**config.mk**
```make
export PLATFORM = sky130hd
export DESIGN_NAME = seg_scan_ctrl
export DESIGN_NICKNAME = d
export VERILOG_FILES = /design/src/rtl/seg_scan_ctrl.sv
export SDC_FILE = /design/constraint.sdc
export NUM_CORES = 1
export LEC_CHECK = 0
export BUFFER_PORTS_ARGS = -buffer_cell sky130_fd_sc_hd__clkbuf_2
export CAP_MARGIN = 20
export CORE_ASPECT_RATIO = 1.5
export CORE_MARGIN = 2
export CORE_UTILIZATION = 60
export DETAILED_ROUTE_END_ITERATION = 12
export PLACE_DENSITY = 0.82
export SYNTH_ARGS = -nofsm -noshare
export SYNTH_HDL_FRONTEND = slang
export SYNTH_SLANG_ARGS = --single-unit
```
**constraint.sdc**
```tcl
create_clock -name clk -period 4.8 [get_ports clk]
set_clock_uncertainty 0.05 [all_clocks]
set_input_delay 0.72 -clock clk [delete_from_list [all_inputs] [get_ports clk]]
set_output_delay 0.72 -clock clk [all_outputs]
set_load 0.02 [all_outputs]
```
**src/rtl/seg_scan_ctrl.sv**
```systemverilog
// seg_scan_ctrl: time-multiplexed scan controller for NDIG seven-segment
// digits sharing one BCD decoder. Each digit slot is a dark GAP period
// followed by a SHOW period. Digit values are double-buffered, and the
// active copy only changes at a frame boundary, so a frame is never torn.
module seg_scan_ctrl #(
    parameter int NDIG  = 4,
    parameter int DIV   = 1000,
    parameter int DWELL = 4,
    parameter int GAP   = 1
) (
    input  logic                      clk,
    input  logic                      rst_n,
    input  logic                      en,
    input  logic                      load,
    input  logic [4*NDIG-1:0]         digits_in,
    input  logic                      lz_blank,
    output logic [3:0]                dec_data,
    output logic [NDIG-1:0]           sel_n,
    output logic [$clog2(NDIG)-1:0]   digit_idx,
    output logic                      upd_pending,
    output logic                      frame_done
);

    localparam int IW   = $clog2(NDIG);
    localparam int PW   = (DIV > 1) ? $clog2(DIV) : 1;
    localparam int TMAX = (DWELL > GAP) ? DWELL : GAP;
    localparam int TW   = (TMAX > 1) ? $clog2(TMAX) : 1;

    localparam logic [PW-1:0]   PRE_LAST  = PW'(DIV - 1);
    localparam logic [TW-1:0]   SHOW_LAST = TW'(DWELL - 1);
    localparam logic [TW-1:0]   GAP_LAST  = TW'(GAP - 1);
    localparam logic [IW-1:0]   IDX_LAST  = IW'(NDIG - 1);
    localparam logic [NDIG-1:0] SEL_OFF   = {NDIG{1'b1}};

    typedef enum logic {
        ST_GAP  = 1'b0,
        ST_SHOW = 1'b1
    } state_t;

    // Nibble i of a packed digit vector.
    function automatic logic [3:0] nibble_at(input logic [4*NDIG-1:0] v,
                                             input logic [IW-1:0]     i);
        nibble_at = v[4*int'(i) +: 4];
    endfunction

    // True when digit i is a leading zero: it and all higher digits are 0.
    // Digit 0 is never a leading zero so a value of 0 still shows "0".
    function automatic logic lead_zero(input logic [4*NDIG-1:0] v,
                                       input logic [IW-1:0]     i);
        logic nz;
        nz = 1'b0;
        for (int j = 0; j < NDIG; j++) begin
            if ((j >= int'(i)) && (v[4*j +: 4] != 4'h0)) begin
                nz = 1'b1;
            end else begin
                nz = nz;
            end
        end
        lead_zero = (i != {IW{1'b0}}) && !nz;
    endfunction

    // One-hot-low select for digit i.
    function automatic logic [NDIG-1:0] sel_for(input logic [IW-1:0] i);
        logic [NDIG-1:0] s;
        s    = SEL_OFF;
        s[i] = 1'b0;
        sel_for = s;
    endfunction

    state_t             state_r, state_s;
    logic [PW-1:0]      pre_r, pre_s;
    logic [TW-1:0]      tcnt_r, tcnt_s;
    logic [IW-1:0]      idx_r, idx_s;
    logic [4*NDIG-1:0]  active_r, active_s;
    logic [4*NDIG-1:0]  shadow_r, shadow_s;
    logic               pend_r, pend_s;
    logic [NDIG-1:0]    sel_r, sel_s;
    logic [3:0]         dec_r, dec_s;
    logic               fdone_r, fdone_s;
    logic               tick_s;
    logic               boundary_s;
    logic               enter_show_s;

    // Next-state and next-output logic: prescaler, slot FSM, buffering, blanking.
    always_comb begin
        state_s      = state_r;
        pre_s        = pre_r;
        tcnt_s       = tcnt_r;
        idx_s        = idx_r;
        active_s     = active_r;
        shadow_s     = shadow_r;
        pend_s       = pend_r;
        sel_s        = sel_r;
        dec_s        = dec_r;
        fdone_s      = 1'b0;
        tick_s       = (pre_r == PRE_LAST);
        boundary_s   = 1'b0;
        enter_show_s = 1'b0;

        if (!en) begin
            // Disabled: go dark and park at the start of the digit 0 GAP.
            pre_s   = {PW{1'b0}};
            tcnt_s  = {TW{1'b0}};
            state_s = ST_GAP;
            idx_s   = {IW{1'b0}};
            sel_s   = SEL_OFF;
            dec_s   = nibble_at(active_r, {IW{1'b0}});
        end else begin
            pre_s = tick_s ? {PW{1'b0}} : (pre_r + PW'(1));
            if (tick_s) begin
                case (state_r)
                    ST_GAP: begin
                        if (tcnt_r == GAP_LAST) begin
                            state_s      = ST_SHOW;
                            tcnt_s       = {TW{1'b0}};
                            enter_show_s = 1'b1;
                            boundary_s   = (idx_r == {IW{1'b0}});
                        end else begin
                            tcnt_s = tcnt_r + TW'(1);
                        end
                    end
                    ST_SHOW: begin
                        if (tcnt_r == SHOW_LAST) begin
                            state_s = ST_GAP;
                            tcnt_s  = {TW{1'b0}};
                            idx_s   = (idx_r == IDX_LAST) ? {IW{1'b0}} : (idx_r + IW'(1));
                            fdone_s = (idx_r == IDX_LAST);
                            sel_s   = SEL_OFF;
                            // Present the next digit a full GAP ahead of its select.
                            dec_s   = nibble_at(active_r, idx_s);
                        end else begin
                            tcnt_s = tcnt_r + TW'(1);
                        end
                    end
                    default: begin
                        state_s = ST_GAP;
                        tcnt_s  = {TW{1'b0}};
                        sel_s   = SEL_OFF;
                    end
                endcase
            end else begin
                tcnt_s = tcnt_r;
            end
        end

        // Double buffering: a load on the boundary edge bypasses the shadow.
        if (boundary_s) begin
            if (load) begin
                active_s = digits_in;
                shadow_s = digits_in;
                pend_s   = 1'b0;
            end else if (pend_r) begin
                active_s = shadow_r;
                pend_s   = 1'b0;
            end else begin
                active_s = active_r;
            end
            dec_s = nibble_at(active_s, {IW{1'b0}});
        end else if (load) begin
            shadow_s = digits_in;
            pend_s   = 1'b1;
        end else begin
            shadow_s = shadow_r;
        end

        // Select for the new SHOW, judged against the digits it will display.
        if (enter_show_s) begin
            if (lz_blank && lead_zero(active_s, idx_s)) begin
                sel_s = SEL_OFF;
            end else begin
                sel_s = sel_for(idx_s);
            end
        end else begin
            sel_s = sel_s;
        end
    end

    // State and output registers with synchronous active-low reset.
    always_ff @(posedge clk) begin
        if (!rst_n) begin
            state_r  <= ST_GAP;
            pre_r    <= {PW{1'b0}};
            tcnt_r   <= {TW{1'b0}};
            idx_r    <= {IW{1'b0}};
            active_r <= {(4*NDIG){1'b0}};
            shadow_r <= {(4*NDIG){1'b0}};
            pend_r   <= 1'b0;
            sel_r    <= SEL_OFF;
            dec_r    <= 4'h0;
            fdone_r  <= 1'b0;
        end else begin
            state_r  <= state_s;
            pre_r    <= pre_s;
            tcnt_r   <= tcnt_s;
            idx_r    <= idx_s;
            active_r <= active_s;
            shadow_r <= shadow_s;
            pend_r   <= pend_s;
            sel_r    <= sel_s;
            dec_r    <= dec_s;
            fdone_r  <= fdone_s;
        end
    end

    assign dec_data    = dec_r;
    assign sel_n       = sel_r;
    assign digit_idx   = idx_r;
    assign upd_pending = pend_r;
    assign frame_done  = fdone_r;

endmodule

```
==> results.cfg <==
[global_routing]
grt_usage_pct = 25.44
grt_overflow = 0
grt_pass1_vias = 2221
grt_max_degree = 43
grt_pass1_wl_mm = 9.811
antenna_found_initial = 0

[drt]
drtIter0Drc = 135
drc = 0
ant_nets = 0
detail_route.wl_per_cell_um = 15.16
vias = 2388
vias_per_cell = 5.970
drt_pre_antenna_iters = 4
wl_mm = 6.062

[clock_network]
root_buffer = clkbuf_8
cts_made_buffers = 9
h-tree-depth = 3
cts-resized-gates = 0
path_clk_slew_ns = 0.06
cts.sinks = 57
cts_tree = built
post_cts_buffers = 0
holdBufCountCts = 0
clk_latency_ns = 0.34
cts_max_path_buffers = 2

[finish]
fillers = 358
drive_gt1_share_pct = 19.03
antenna_cells = 0
layout_common_cells = dfxtp_1 (57), nor2_1 (56), clkbuf_2 (32)
fin_nets = 374
syn_to_final_growth_pct = 13.14
final_common_cell = dfxtp_1
stdcell_count = 400

[worst_setup_path]
crit_type = flip-flop to flip-flop
cp.required_ns = 4.95
timing.rr.end = sel_n[3]
critPathSlowestCell = dfxtp_1
cp_data_arrival_time_ns = 2.68
reg2reg_depth = 6
cp_max_fo = 18
path_cells = nor2b_1 > a22o_2 > a22oi_1 > and3_1 > nor4_1 > o21ai_0
crit_buf_inv = 0
slowest_delay_ns = 0.79
worstReg2RegStart = upd_pending
reg2reg_slack_ns = 2.27
cp-end-kind = flip-flop
crit_family = simple AND/OR/NAND/NOR gates
critPathLaunchType = flip-flop

[min_path]
worstHoldStart = pre_r[0]
holdPathEnd = pre_r[0]
hold_depth = 1
hold_class = flip-flop to flip-flop

[synth]
synth.distinct_cells = 49
syn-instance-count = 318
postSynthRegisterBits = 57
synth_area_sq_mm = 0.002781
synthesis.nets = 345
ys_seq_area_share_pct = 41.03
yosys_warnings = 0
syn_avg_cell_area_sq_um = 8.747

[sta]
tightest_slew_ns = 0.7234
worst_slack_ns = 2.272
holdWs_ns = 0.4093
fin_crit_sh_pct = 52.67
hold_viol = 0
finalSetupTns_ns = 0
rsz0062_at_grt = false
slew_viol_final = 0
finalSetupViolCount = 0
fmax_mhz = 395.5
finalCriticalPeriod_ns = 2.528
maxSlewHeadroom_pct = 51.71

[placed_design]
pre_cts_ws_ns = 1.658
dp_cells = 383
place_congestion = 0.8746
portBuffers = 32
hpwl_mm = 4.327

[die]
ioPinCount = 33
die_w_um = 59.59
die_h_um = 87.39
core_area_sq_mm = 0.004504
fp.dieArea_sq_mm = 0.005207
initial_core_util_pct = 61.75
rows = 30

[pwr]
max-vdd-ir-drop_mv = 0.2351
leakagePower_uw = 0.001248
p_per_area_mw_per_mm2 = 325.6

[job]
maxCapViolCount = 0

[run_status]
status = complete, no violations
-- kinds of logic after synthesis --
| family | synth area share [%] |
|---|---|
| AOI/OAI and AO/OA | 19.61 |
| xor gates and xnor gates | 2.204 |
| and+or+nand+nor | 18.89 |
| adders and majority gates | 2.699 |
| DFF | 41.03 |
| muxes | 10.44 |
| buffers and inverters | 5.128 |
-- Yosys cell counts (all sizes together) --
master / count / share of area (%)
o311ai: 1 / 0.58
nand3b: 1 / 0.27
and3: 1 / 0.23
a21o: 1 / 0.27
a22oi: 10 / 2.7
nand4b: 1 / 0.31
o31a: 1 / 0.31
nand2: 24 / 3.2
nor2: 56 / 7.6
ha: 6 / 2.7
buf: 7 / 1.9
mux2i: 20 / 7.2
nand4: 2 / 0.45
xor2: 4 / 1.3
o41ai: 2 / 0.63
a21oi: 15 / 2.7
nor2b: 2 / 0.45
a31oi: 6 / 1.3
nor4: 2 / 0.67
clkdlybuf4s15: 1 / 0.36
o21ai: 29 / 5.2
mux4: 3 / 2.4
and3b: 1 / 0.31
nand4bb: 1 / 0.99
o211ai: 1 / 0.27
a211oi: 5 / 1.3
dfxtp: 57 / 41
o31ai: 1 / 0.27
nand3: 11 / 2.3
nor3: 3 / 0.72
nand2b: 1 / 0.23
clkbuf: 9 / 1.2
inv: 12 / 1.6
a22o: 9 / 3.0
or2: 1 / 0.23
a221oi: 1 / 0.54
o22ai: 2 / 0.45
or3: 2 / 0.50
mux2: 2 / 0.81
or4: 1 / 0.40
xnor2: 3 / 0.94
-- registers in the layout, summed over array words and instances, names as in the netlist --
signal / flops
active_r: 16
tcnt_r: 2
pre_r: 10
sel_n: 4
shadow_r: 16
upd_pending: 1
digit_idx: 2
frame_done: 1
dec_data: 4
state_r: 1
-- metrics by stage --
step | total power (uW) | instance area, sq um | util, %
2_1_floorplan | 551.9 | 2781 | -
3_5_place_dp | 574.2 | 2928 | 65.00
5_1_grt | 1068 | 3147 | 69.86
4_1_cts | 1033 | 3136 | 69.61
3_3_place_gp | 572.3 | 2928 | 65.00
6_report | 1025 | 3147 | 69.86
-- per-layer routing --
| layer | vias up | wire length [um] | part of all wire (%) | GRT usage, % |
|---|---|---|---|---|
| met2 | 68 | 3186 | 53 | 42.56 |
| li1 | 1192 | - | - | - |
| met1 | 1107 | 2349 | 39 | 27.03 |
| met4 | 0 | 245 | 4.0 | 15.76 |
| met5 | - | 0 | 0 | 0 |
| met3 | 21 | 281 | 4.6 | 8.024 |
-- where the power goes --
| group | switching (uW) | internal [uW] | total (uW) | leakage, uW |
|---|---|---|---|---|
| sequential | 9.43 | 484 | 494 | 0.000464 |
| combinational | 42.0 | 28.5 | 70.5 | 0.000678 |
| clock | 179 | 282 | 461 | 0.000107 |
-- worst max path at each step --
stage	startpoint	to	slack, ns	depth (start not counted)
after floorplan	en	sel_n[1]	2.33	8
after global placement	en	sel_n[3]	1.81	7
after detailed placement	en	sel_n[3]	1.66	7
after CTS	digit_idx[0]	sel_n[3]	1.96	8
after global routing	upd_pending	sel_n[3]	2.02	6
final	upd_pending	sel_n[3]	2.27	6
-- layout make-up --
type / count / area [sq um] / share of cell area (%)
inverter: 12 / 45.04 / 1.431
clock inverter: 2 / 35.03 / 1.113
tap: 48 / 60.06 / 1.909
sequential: 57 / 1141 / 36.26
timing repair buffer: 35 / 186.4 / 5.924
clock buffer: 14 / 172.7 / 5.487
multi-input combinational: 232 / 1506 / 47.87
-- worst register-to-register path, cell delays in order, from the launching register on --
cell	delay (ns)
dfxtp_1	0.79
nor2b_1	0.60
a22o_2	0.25
a22oi_1	0.08
and3_1	0.22
nor4_1	0.28
o21ai_0	0.12
(Power assumes the default switching activity.)
